==> src/rtl/divide_pkg.sv <==
// Shared arithmetic definitions for the divide and multiply datapath stages.
// Holds the FSM encoding, the packed operand/result field offsets and the special-case result constants.
package divide_pkg;

    typedef enum logic [1:0] {
        IDLE = 2'd0,
        CALC = 2'd1,
        DONE = 2'd2
    } state_t;

    // Low field holds dividend/quotient; the high field, which starts at W, holds divisor/remainder.
    localparam int unsigned LO_OFS = 0;
    localparam int unsigned MAX_W  = 64;

    function automatic int unsigned hi_ofs(input int unsigned w);
        return w;
    endfunction

    // Special-case constants are returned MAX_W wide; callers narrow them with W'(...).
    function automatic logic [MAX_W-1:0] all_ones(input int unsigned w);
        return ~({MAX_W{1'b1}} << w);
    endfunction

    function automatic logic [MAX_W-1:0] min_int(input int unsigned w);
        return {{(MAX_W-1){1'b0}}, 1'b1} << (w - 1);
    endfunction

endpackage

==> src/rtl/divide_step.sv <==
// One restoring division iteration: shift in the next dividend bit, then trial-subtract |divisor|.
// Purely combinational; the extra top bit keeps the compare exact even for out-of-range partial remainders.
module divide_step #(
    parameter int unsigned W = 8
) (
    input  logic [W-1:0] rem,
    input  logic         bit_in,
    input  logic [W-1:0] dvs,
    output logic [W-1:0] rem_next_c,
    output logic         q_bit_c
);

    logic [W:0] shifted;
    logic [W:0] diff;

    always_comb begin
        shifted    = {rem, bit_in};
        diff       = shifted - {1'b0, dvs};
        q_bit_c    = (shifted >= {1'b0, dvs});
        rem_next_c = q_bit_c ? diff[W-1:0] : shifted[W-1:0];
    end

endmodule

==> src/rtl/divide.sv <==
// Iterative signed restoring divider with a stb/rdy stream interface, one division in flight.
// A result is presented exactly W cycles after the operands are accepted, special cases included.
module divide
    import divide_pkg::*;
#(
    parameter int unsigned W = 8
) (
    input  logic           clk,
    input  logic           rst,
    input  logic           s_stb,
    input  logic [2*W-1:0] s_dat,
    output logic           s_rdy,
    input  logic           m_rdy,
    output logic           m_stb,
    output logic [2*W-1:0] m_dat
);

    localparam int unsigned CW = $clog2(W);
    localparam int unsigned HI = hi_ofs(W);

    state_t         state;
    logic [CW-1:0]  cnt;
    logic [W-1:0]   dvd_sh;
    logic [W-1:0]   dvd_raw;
    logic [W-1:0]   dvs_mag;
    logic [W-1:0]   rem;
    logic [W-1:0]   quo;
    logic           neg_q;
    logic           neg_r;
    logic           div0;
    logic           ovf;

    logic [W-1:0]   in_dvd;
    logic [W-1:0]   in_dvs;
    logic [W-1:0]   rem_next_c;
    logic           q_bit_c;
    logic [W-1:0]   quo_next;
    logic [W-1:0]   q_res;
    logic [W-1:0]   r_res;

    assign in_dvd = s_dat[LO_OFS +: W];
    assign in_dvs = s_dat[HI +: W];

    divide_step #(.W(W)) u_step (
        .rem        (rem),
        .bit_in     (dvd_sh[W-1]),
        .dvs        (dvs_mag),
        .rem_next_c (rem_next_c),
        .q_bit_c    (q_bit_c)
    );

    // Sign correction and special-case override of the final restoring step.
    always_comb begin
        quo_next = {quo[W-2:0], q_bit_c};
        q_res    = quo_next;
        r_res    = rem_next_c;
        if (div0) begin
            q_res = W'(all_ones(W));
            r_res = dvd_raw;
        end else if (ovf) begin
            q_res = W'(min_int(W));
            r_res = '0;
        end else begin
            if (neg_q) q_res = -quo_next;
            if (neg_r) r_res = -rem_next_c;
        end
    end

    always_ff @(posedge clk) begin
        if (rst) begin
            state   <= IDLE;
            s_rdy   <= 1'b0;
            m_stb   <= 1'b0;
            m_dat   <= '0;
            cnt     <= '0;
            dvd_sh  <= '0;
            dvd_raw <= '0;
            dvs_mag <= '0;
            rem     <= '0;
            quo     <= '0;
            neg_q   <= 1'b0;
            neg_r   <= 1'b0;
            div0    <= 1'b0;
            ovf     <= 1'b0;
        end else begin
            case (state)
                IDLE: begin
                    m_stb <= 1'b0;
                    if (s_stb && s_rdy) begin
                        dvd_raw <= in_dvd;
                        dvd_sh  <= in_dvd[W-1] ? -in_dvd : in_dvd;
                        dvs_mag <= in_dvs[W-1] ? -in_dvs : in_dvs;
                        neg_q   <= in_dvd[W-1] ^ in_dvs[W-1];
                        neg_r   <= in_dvd[W-1];
                        div0    <= (in_dvs == '0);
                        ovf     <= (in_dvd == W'(min_int(W))) && (in_dvs == W'(all_ones(W)));
                        rem     <= '0;
                        quo     <= '0;
                        cnt     <= CW'(W - 1);
                        s_rdy   <= 1'b0;
                        state   <= CALC;
                    end else begin
                        s_rdy <= 1'b1;
                    end
                end
                CALC: begin
                    rem    <= rem_next_c;
                    quo    <= quo_next;
                    dvd_sh <= dvd_sh << 1;
                    cnt    <= cnt - CW'(1);
                    if (cnt == '0) begin
                        m_dat <= {r_res, q_res};
                        m_stb <= 1'b1;
                        state <= DONE;
                    end
                end
                DONE: begin
                    if (m_rdy) begin
                        m_stb <= 1'b0;
                        s_rdy <= 1'b1;
                        state <= IDLE;
                    end
                end
                default: state <= IDLE;
            endcase
        end
    end

endmodule

==> config.mk <==
export PLATFORM = sky130hd
export DESIGN_NAME = divide
export DESIGN_NICKNAME = d
export VERILOG_FILES = /design/src/rtl/divide_pkg.sv /design/src/rtl/divide_step.sv /design/src/rtl/divide.sv
export SDC_FILE = /design/constraint.sdc
export NUM_CORES = 1
export LEC_CHECK = 0
export ABC_CLOCK_PERIOD_IN_PS = 3150
export CORE_UTILIZATION = 27
export CTS_CLUSTER_SIZE = 28
export DETAILED_ROUTE_END_ITERATION = 12
export DONT_BUFFER_PORTS = 1
export GPL_ROUTABILITY_DRIVEN = 0
export HOLD_SLACK_MARGIN = 0.08
export SYNTH_ARGS = -nofsm -noshare
export SYNTH_HDL_FRONTEND = slang
export SYNTH_HIERARCHICAL = 1
export SYNTH_SLANG_ARGS = --single-unit
==> constraint.sdc <==
create_clock -name clk -period 3.15 [get_ports clk]
set_input_delay 0.4725 -clock clk [delete_from_list [all_inputs] [get_ports clk]]
set_output_delay 0.4725 -clock clk [all_outputs]
set_load 0.03 [all_outputs]
# After elaboration in Yosys (flattened, before gate mapping)
# Index checks and enable logic that the tools add are counted.
word_totals:
  output_inout_bits: 18
  wordCells: 69
  regBits: 66
  in_bits: 20
classes:
  add_sub_neg: 6
  bitwise_logic: 1
  n_reduce_logical: 14
  eq_ne: 7
  n_lt_le_gt_ge: 1
  n_mux: 26
ops:
  columns: ["op", "count"]
  rows:
  - ["$mux 8", 11]
  - ["$neg 8->8", 4]
  - ["$pmux 8 s2", 2]
  - ["$eq 8x8->1 const B", 2]
  - ["$pmux 7 s2", 1]
  - ["$ge 9x8->1", 1]
  - ["$logic_not 8->1", 1]
  - ["$reduce_and 2->1", 4]
  - ["$sub 8x8->8", 1]
  - ["$mux 2", 3]
  - ["$ne 2x2->1 const B", 3]
  - ["$pmux 2 s3", 1]
  - ["$pmux 3 s2", 1]
  - ["$reduce_and 3->1", 2]
  - ["$mux 1", 4]
  - ["$reduce_bool 2->1", 2]
  - ["$logic_not 3->1", 1]
  - ["$mux 3", 1]
  - ["$pmux 1 s3", 1]
  - ["$reduce_bool 3->1", 1]
  - ["$sub 3x1->3 const B", 1]
  - ["$eq 2x1->1 const B", 1]
  - ["$eq 2x2->1 const B", 1]
  - ["$logic_and 1x1->1", 2]
  - ["3 further kinds", 3]

# Depth between registers and ports, before layout
# Gate-level depths: netlist (run 1).
logic_depth:
  depth_word: 6
  ltp_mapped: 14
  ltp_nobuf: 13

# By module
# Netlist (run 1), hierarchy kept.
by_module_without_submodules:
  columns: ["mod", "cells_each", "seq_area_each_um2", "area_per_inst_um2", "instances"]
  rows:
  - ["divide", 388, 1301.2, 3248.1, 1]
  - ["divide_step", 69, 0.0, 520.5, 1]

# Worst setup path before layout (run 1)
# No wires, ideal clock.
synth_timing:
  kind: "flip-flop to flip-flop"
  start: "register dvd_sh[7]"
  end: "register m_dat[12]"
  stages_incl_launch_ff: 13
  required_time_ns: 3.064
  setup_ns: 0.086
  arrival_ns: 2.776
  path_buffers: 0
  synth_period_minus_slack_ns: 2.861
  path_slack_ns: 0.289
  cell_sequence: "dfxtp_1 > inv_1 > ha_1 > or2b_1 > a21oi_2 > o21ai_2 > a41oi_4 > mux2i_1 > inv_1 > ha_1 > nor3b_1 > o311a_1 > a211oi_1"
synth_between:
  elab_chain_len: 6
  word_cells_on_any_way: 7
  cone_classes: "add/sub (2); order compare (1); mux (4)"
synth_lines:
  columns: ["element", "line", "rtl"]
  rows:
  - ["start: declaration", "divide.sv:23", "logic [W-1:0] dvd_sh;"]
  - ["start signal: assignment", "divide.sv:91", "dvd_sh <= in_dvd[W-1] ? -in_dvd : in_dvd;"]
  - ["start signal: assignment", "divide.sv:109", "dvd_sh <= dvd_sh << 1;"]
  - ["$sub 8x8->8 or $ge 9x8->1 (tied branches)", "divide_step.sv:18, divide_step.sv:19", null]
  - ["$mux 8 *", "divide_step.sv:20", "rem_next_c = q_bit_c ? diff[W-1:0] : shifted[W-1:0];"]
  - ["via rem_next_c[0]", "divide.sv:35", "logic [W-1:0] rem_next_c;"]
  - ["$neg 8->8 *", "divide.sv:65", "if (neg_r) r_res = -rem_next_c;"]
  - ["$mux 8 *", "divide.sv:65", null]
  - ["$mux 8 *", "divide.sv:60", "end else if (ovf) begin"]
  - ["$mux 8 *", "divide.sv:57", "if (div0) begin"]
  - ["end signal: assignment", "divide.sv:112", "m_dat <= {r_res, q_res};"]
  - ["end: declaration", "divide.sv:15", "output logic [2*W-1:0] m_dat"]
# The timed path passes the listed nets; every way through them passes the cells marked *.
# A chain may end at the register's enable or synchronous reset.

# Final worst setup path (run 1)
# Same ends and word-level chain as after synthesis.

==> results of run 1 <==
==> per-layer routing <==
metal	vias up	routed length, um	part of all wire [%]
met5	-	0	0
li1	1623	-	-
met4	0	158	1.6
met3	12	745	7.7
met2	95	4170	43
met1	1497	4580	47
==> state kept, by name, indices dropped and copies added, names as in the netlist <==
| register | count |
|---|---|
| ovf | 1 |
| state | 2 |
| div0 | 1 |
| dvd_raw | 8 |
| dvs_mag | 8 |
| m_stb | 1 |
| rem | 8 |
| dvd_sh | 8 |
| s_rdy | 1 |
| cnt | 3 |
| neg_q | 1 |
| m_dat | 16 |
| quo | 7 |
==> metrics by stage <==
step	util (%)	cell area, sq um	hold slack (ns)	setup slack [ns]	power [uW]
floorplan	-	3770	0.436	0.289	1650
global placement	28.7	3860	0.438	0.206	1790
detailed placement	28.7	3860	0.443	0.0493	1810
CTS	31.2	4200	0.199	0.0272	2940
global route	31.7	4270	0.198	0.00792	3160
finish	31.7	4270	0.204	0.143	3000
==> cells in the final DEF, fill, tap and decap left out, types with 11 or more instances in the layout <==
master	n
dfxtp_1	65
ha_1	15
nand3_1	18
o21ai_0	15
buf_4	11
nor3_1	14
a211oi_1	11
xnor2_1	11
a21oi_1	39
nand2_1	50
nor2_1	38
inv_1	26
==> path summary, 6_finish.rpt <==
check	from	endpoint	cells after the start
worst max-delay path	dvd_sh[7]$_SDFFE_PP0P_	m_dat[12]$_SDFFE_PP0P_	13
worst min-delay path	rst	cnt[0]$_SDFFE_PP0P_	1
worst max register to register	dvd_sh[7]$_SDFFE_PP0P_	m_dat[12]$_SDFFE_PP0P_	13
worst min register to register	dvd_sh[0]$_SDFFE_PP0P_	dvd_sh[0]$_SDFFE_PP0P_	2
==> repair_timing <==
item,4_1_cts,5_1_grt
setup endpoints to repair,0,8
gates resized for setup,0,5
hold endpoints to repair,0,0
buffers inserted,0,5
==> cell type report <==
| type | instances | area, sq um |
|---|---|---|
| repair buffers | 12 | 93.8 |
| clock inverters | 4 | 73.8 |
| inverters | 27 | 101 |
| flip-flops and latches | 65 | 1300 |
| clock buffers | 12 | 267 |
| multi-input cells | 333 | 2210 |
| fillers | 1408 | 9190 |
| well taps | 176 | 220 |
==> synth_stat cells (all sizes together) (3+ instances only) <==
library cell,n,area share [%]
nand3,18,2.4
a222oi,3,0.80
nor2b,5,0.83
o21a,3,0.60
mux2i,6,1.6
or4,4,1.0
a21oi,42,5.9
nand2,50,5.0
a31oi,4,0.66
nor3b,5,1.3
or3,5,0.96
nor2,39,4.1
a211oi,11,2.2
inv,26,2.6
nor3,15,2.1
mux2,5,1.5
o31a,3,0.70
ha,15,5.0
xor2,9,2.1
a221oi,5,1.2
nand3b,3,0.60
nand4,3,0.50
nand2b,6,1.0
buf,18,3.4
a21o,3,0.60
nor4,4,0.83
xnor2,11,2.6
dfxtp,65,35
o21ai,17,2.4
clkbuf,14,1.4
o31ai,7,1.4
==> cell families after synthesis <==
| logic type | count (synthesis) | synth area share (%) |
|---|---|---|
| AO/OA/AOI/OAI | 118 | 21.6 |
| XOR/XNOR | 20 | 4.65 |
| adder cells (fa/ha/maj) | 16 | 5.51 |
| buffers and inverters | 59 | 7.47 |
| flip-flops | 65 | 34.5 |
| multiplexers | 11 | 3.09 |
| AND/OR/NAND/NOR | 168 | 23.1 |
==> report_power, final <==
part           switching, uW  leakage, uW  internal, uW
clock network            373     0.000169           757
registers                107     0.000529           888
logic                    461     0.000862           417
==> impl_metrics.ini, run 1 <==
[synthesis]
avgSynthCellArea_sq_um = 8.25
synth_top_flop_cell = dfxtp_1
syn-cell-area_sq_um = 3770
yosys.cell_types.count = 70
synth_edf_count = 0
async_flop_share_pct = 0
syn-instance-count = 457
yosysSeqAreaShare_pct = 34.5
ys_ff_latch = 65
ys_warn_count = 6
syn_nets = 493

[clocking]
cts_buffer_depth = 2
cts_tree = built
clock_sinks = 65
ctsHoldBuffers = 0
cts-buffers-inserted = 9
clk_latency_ns = 0.33
cts_root_buffer = clkbuf_16
htree_levels = 3
path_clk_slew_ns = 0.06

[worst_setup_path]
critPathRequiredTime_ns = 3.39
crit_type = reg2reg
critPathMaxStageDelay_ns = 0.34
critical_path_peak_fanout = 7
path_buf_inv = 3
cpLargestDelayFamily = compound AO/OA/AOI/OAI gates
worst_path_max_delay_cell = dfxtp_1
worst_setup_path_end_kind = register
crit_chain = inv_1 > ha_1 > or2b_1 > a21oi_2 > o21ai_2 > a41oi_4 > buf_4 > mux2i_1 > inv_1 > ha_1 > nor3b_1 > o311a_1 > a211oi_1
reg2reg_slack_ns = 0.14
startpoint_type = register
crit_arrival_ns = 3.25

[cells_and_area]
final_cells = 629
area_growth_pct = 13.2
diodes = 0
nets = 484
drive_gt1_share_pct = 11.5

[drt]
postRouteAntennaNets = 0
firstDrtPassIters = 4
vias_per_cell = 5.13
route.vias.total = 3227
drtIter0Drc = 247
drc = 0
wl_per_cell_um = 15.3
drt_wl_total_um = 9650

[place]
dp.cells = 608
hpwl_um = 6900
io_buffers = 0

[sta]
relSlewSlack_pct = 29.7
clock_skew_ns = 0.00942
rsz0062_at_grt = true
final_hold_viol_count = 0
fmax_ghz = 0.333
post-route-period-util_pct = 95.5
report.final.slew_viol_count = 0
finalSetupViolCount = 0
tightestPinTransition_ns = 1.05
period_needed_ns = 3.01
setup_tns_ns = 0

[global_routing]
grt_pass1_wl_um = 15800
grt_util_met3_pct = 3.52
grt_start_max_net_pins = 58
grt_remaining_overflow = 0
grt_usage_pct = 13.9
antenna_found_initial = 0
grt.met1_usage_pct = 19.3
top_usage_layer = met2
met2_usage_pct = 20.3
first_global_vias = 3037

[power]
ir_drop_mv = 0.270
powerDensity_nw_per_um2 = 704
p_leak_uw = 0.00156

[floorplanning]
die_h_um = 120
die_x_um = 120
ioPinCount = 38
core_sq_um = 13500
start_util_pct = 28.0
num_rows = 42
dieArea_sq_um = 14400

[job]
drv_cap = 0

[outcome]
status = finished clean

[hold_path]
hold_path_class = in2reg
Power figures use the tool's default switching activity.
==> run 2: changes to the inputs <==
--- a/config.mk
+++ b/config.mk
@@ -5,8 +5,9 @@
 export SDC_FILE = /design/constraint.sdc
 export NUM_CORES = 1
 export LEC_CHECK = 0
-export ABC_CLOCK_PERIOD_IN_PS = 3150
+export ABC_CLOCK_PERIOD_IN_PS = 3600
 export CORE_UTILIZATION = 27
+export CTS_BUF_LIST = sky130_fd_sc_hd__clkbuf_4
 export CTS_CLUSTER_SIZE = 28
 export DETAILED_ROUTE_END_ITERATION = 12
 export DONT_BUFFER_PORTS = 1
==> constraint.sdc (replaced) <==
create_clock -name clk -period 3.6 [get_ports clk]
set_input_delay 0.54 -clock clk [delete_from_list [all_inputs] [get_ports clk]]
set_output_delay 0.54 -clock clk [all_outputs]
set_load 0.03 [all_outputs]
==> impl_metrics.ini, run 2 (synthesized netlist as in run 1, its figures left out) <==
[cells_and_area]
regMostFlops = m_dat
area_growth_pct = 5.11
final_cells = 619
drive_gt1_share_pct = 8.58
layout_common_cells = dfxtp_1, nand2_1, a21oi_1, nor2_1, inv_1
final_common_cell = dfxtp_1
nets = 474
diodes = 0
post-route-util_pct = 29.4
largest_reg_flops = 16

[drt]
drc = 0
firstDrtPassIters = 5
drtIter0Drc = 182
route.vias.total = 3284
vias_per_cell = 5.31
postRouteAntennaNets = 0
wl_per_cell_um = 15.4
drt_wl_total_um = 9540

[clocking]
cts_setup_buffers = 0
cts-buffers-inserted = 9
clk_latency_ns = 0.43
ctsResizeCount = 0
cts_root_buffer = clkbuf_4
htree_levels = 3
path_clk_slew_ns = 0.12
ctsHoldBuffers = 0
clock_sinks = 65
cts_buffer_depth = 2
cts_tree = built

[job]
drv_cap = 0

[power]
p_leak_uw = 0.00140
p_comb_share_pct = 33.0
p_seq_share_pct = 42.5
pwr-share-clk_pct = 24.5
totalPowerFinal_uw = 2050
powerDensity_nw_per_um2 = 517
ir_drop_mv = 0.162
sw_frac_of_total_pct = 36.6
internal-power_uw = 1300
p_sw_uw = 748

[hold_path]
hold_path_class = in2reg

[place]
io_buffers = 0
dp.cells = 603
hpwl_um = 6850
pre_cts_slack_ns = 0.372

[floorplanning]
start_util_pct = 28.0
ioPinCount = 38
dieArea_sq_um = 14400
die_h_um = 120
core_sq_um = 13500
die_x_um = 120
num_rows = 42

[worst_setup_path]
startpoint_type = register
worst_setup_path_end_kind = register
critical_path_peak_fanout = 8
crit_arrival_ns = 3.61
crit_type = reg2reg
critPathRequiredTime_ns = 3.91

[global_routing]
grt_start_max_net_pins = 58
grt_pass1_wl_um = 15600
first_global_vias = 3094
grt_usage_pct = 13.9
grt_remaining_overflow = 0
antenna_found_initial = 0

[sta]
finalSetupViolCount = 0
setup_tns_ns = 0
fmax_ghz = 0.303
relSlewSlack_pct = 29.5
post-route-period-util_pct = 91.7
tightestPinTransition_ns = 1.06
period_needed_ns = 3.30
clock_skew_ns = 0.0181
report.final.slew_viol_count = 0
final_hold_viol_count = 0
fin_ws_ns = 0.297
rsz0062_at_grt = false

[outcome]
status = finished clean
==> run 2: power groups by stage <==
stage,sequential (uW),combinational (uW),clock (uW)
5_1_grt,879,748,548
3_3_place_gp,884,653,0
2_1_floorplan,861,580,0
6_report,870,674,502
3_5_place_dp,887,667,0
4_1_cts,871,671,522
==> run 2: worst max-delay path, stage by stage, from the launching register on <==
cell and delay, ns:
dfxtp_1 0.36, inv_1 0.06, ha_1 0.32, or2b_1 0.25, a21oi_2 0.16, o21ai_2 0.08
a41oi_4 0.38, mux2i_1 0.52, inv_1 0.10, ha_1 0.24, nand2b_1 0.17, xnor2_1 0.14
a221oi_1 0.31, nor3_1 0.09
==> run 2: worst paths after layout <==
path | from | end | slack [ns] | cells after the start
worst min-delay path | rst | cnt[0]$_SDFFE_PP0P_ | 0.16 | 1
worst max register to register | dvd_sh[7]$_SDFFE_PP0P_ | m_dat[10]$_SDFFE_PP0P_ | 0.30 | 13
worst max-delay path | dvd_sh[7]$_SDFFE_PP0P_ | m_dat[10]$_SDFFE_PP0P_ | 0.30 | 13
worst min register to register | dvd_raw[5]$_SDFFE_PP0P_ | dvd_raw[5]$_SDFFE_PP0P_ | 0.46 | 2
==> run 2: cell type report <==
cell class                 instances  area (sq um)
clock buffer                      11          82.6
sequential                        65          1300
fill                            1456          9490
inverter                          27           101
clock inverter                     5          55.1
multi-input combinational        333          2190
tap                              176           220
timing repair buffer               2          15.0
==> run 2: stage by stage <==
| stage | hold WS, ns | area [sq um] |
|---|---|---|
| 2_1_floorplan | 0.436 | 3770 |
| 3_3_place_gp | 0.440 | 3820 |
| 3_5_place_dp | 0.442 | 3820 |
| 4_1_cts | 0.145 | 3960 |
| 5_1_grt | 0.137 | 3960 |
| 6_report | 0.162 | 3960 |
==> run 2: layer usage <==
layer | up-vias | wire [um] | global-route usage, % | share of wire [%]
met5 | - | 0 | 0 | 0
met3 | 18 | 750 | 4.28 | 7.9
met4 | 0 | 263 | 7.50 | 2.8
met1 | 1575 | 4350 | 17.2 | 46
met2 | 93 | 4180 | 21.2 | 44
li1 | 1598 | - | - | -
==> RTL change (flow settings as in run 1) <==
Re-encode `state_t` (3 states) as one-hot, 3 bits wide.
--- a/src/rtl/divide_pkg.sv
+++ b/src/rtl/divide_pkg.sv
@@ -4,6 +4,6 @@
 
-    typedef enum logic [1:0] {
-        IDLE = 2'd0,
-        CALC = 2'd1,
-        DONE = 2'd2
+    typedef enum logic [2:0] {
+        IDLE = 3'b001,
+        CALC = 3'b010,
+        DONE = 3'b100
     } state_t;
Check against the original RTL: same outputs for any inputs over 10 cycles, from zero or initial values and one cycle with rst high; not proved beyond that.
==> RTL change against run 1 <==
Synthesized cell count up 5.3%; wire length rose by 1.7%; final area grew 2.0%; fmax decreased by 1.5%; die area is 3.4% higher; area after synthesis is 3.5% higher; first-iteration DRC count decreased by 35%; sequential cell count up 1; count of clock-buffer cells in the layout decreased by 2; setup slack worse by 0.046 ns; critical endpoint is now m_dat[13]$_SDFFE_PP0P_; largest cell class unchanged.
Power is not compared: it rests on default switching activity, and its combinational part moved more than twofold at a synthesized area within 25%.
==> RTL change: results <==
[layout]
fillers = 1475
bufAreaShareNonClock_pct = 1.50
seqCellArea_sq_um = 1320
drive_above_1_share_pct = 11.3
nets = 501
largest_register_ffs = 16
buffers = 7
multi_input_cells = 351
nClkBuffers = 10
multi_input_area_share_pct = 53.1
inverters_excl_clock = 30
clkCellAreaFrac_pct = 7.30

[hold_path]
holdPathStages = 1
hold_path.class = in2reg
holdCritStartpoint = rst
min_to = dvd_sh[3]$_SDFFE_PP0P_

[run_status]
status = completed

[logic_synthesis]
synth_nets = 517
ys_seq_elements = 66
synth_area_leaders = dfxtp_1 (34%), nor2_1 (5.0%), nand2_1 (4.9%), ha_1 (4.8%), a21oi_1 (4.0%)
synth_cell_types = 61
synth_commonest_cells = dfxtp_1 (66), nor2_1 (52), nand2_1 (51), a21oi_1 (31), inv_1 (30)
synth_compound_gate_area_share_pct = 21.9
synth_mux_area_share_pct = 3.53
synth_fa_ha_area_share_pct = 5.33
synth-xor-area-share_pct = 4.04
seq_area_frac_synth_pct = 33.9

[worst_setup_path]
cpMaxStageDelayCell = or4_1
path_max_fanout = 5
crit_arrival_ns = 3.27
r2r_cells = 11
cp_slowest_stage_delay_ns = 0.48
r2r_slack_ns = 0.1
r2r-end = m_dat[13]$_SDFFE_PP0P_

[timing]
skew_ns = 0.00908
worst_pin_slew_ns = 0.650

[drt]
drtIter0Drc = 161
wl_met1_microns = 4900
vias = 3327
dr.pass1.iters = 6
wl_met2_microns = 4160
wl_met3_microns = 596
routed.top_layer = met4
routedWlPerCell_microns = 15.1

[clock_tree]
clk_latency_ns = 0.34
postCtsSetupBuffers = 0

[global_routing]
grt_max_degree = 69
grt_usage_pct = 13.9
antenna_found_initial = 0
first_global_vias = 3111
met1_usage_pct = 19.2
global_route.usage.met3_pct = 3.28
grt_pass1_wl_microns = 16200
globalRouteMet2Util_pct = 20.4

[place]
port_buffers = 0
place_hpwl_microns = 7020

[pwr]
seq_cell_power_mw = 0.895
## RTL change: cell types whose count changed in the layout (fill, tap and decap cells not counted), sizes merged, moves of 3 or more
cell	before	now
xor2	9	6
a21boi	0	5
nor2	39	56
a31oi	4	12
nand3	18	10
nor3b	5	2
buf	12	7
a222oi	3	0
inv	26	30
a2bb2oi	0	10
a21oi	42	33
## RTL change: logic make-up after synthesis
logic type | count (synthesis)
fa+ha+maj | 16
simple gates | 181
compound gates | 123
mux | 13
buf+inv | 64
xor+xnor | 18
flops | 66
## RTL change: metrics by stage
step                power (mW)  hold WS [ns]  cells  setup slack (ns)  area, sq um
finish                    2.35         0.202    649            0.0966         4350
floorplan                 1.21         0.432    481             0.260         3900
global route              2.44         0.195    649           -0.0358         4350
global placement          1.27         0.431    633             0.182         4020
detailed placement        1.28         0.445    633            0.0470         4020
CTS                       2.35         0.200    648            0.0408         4330
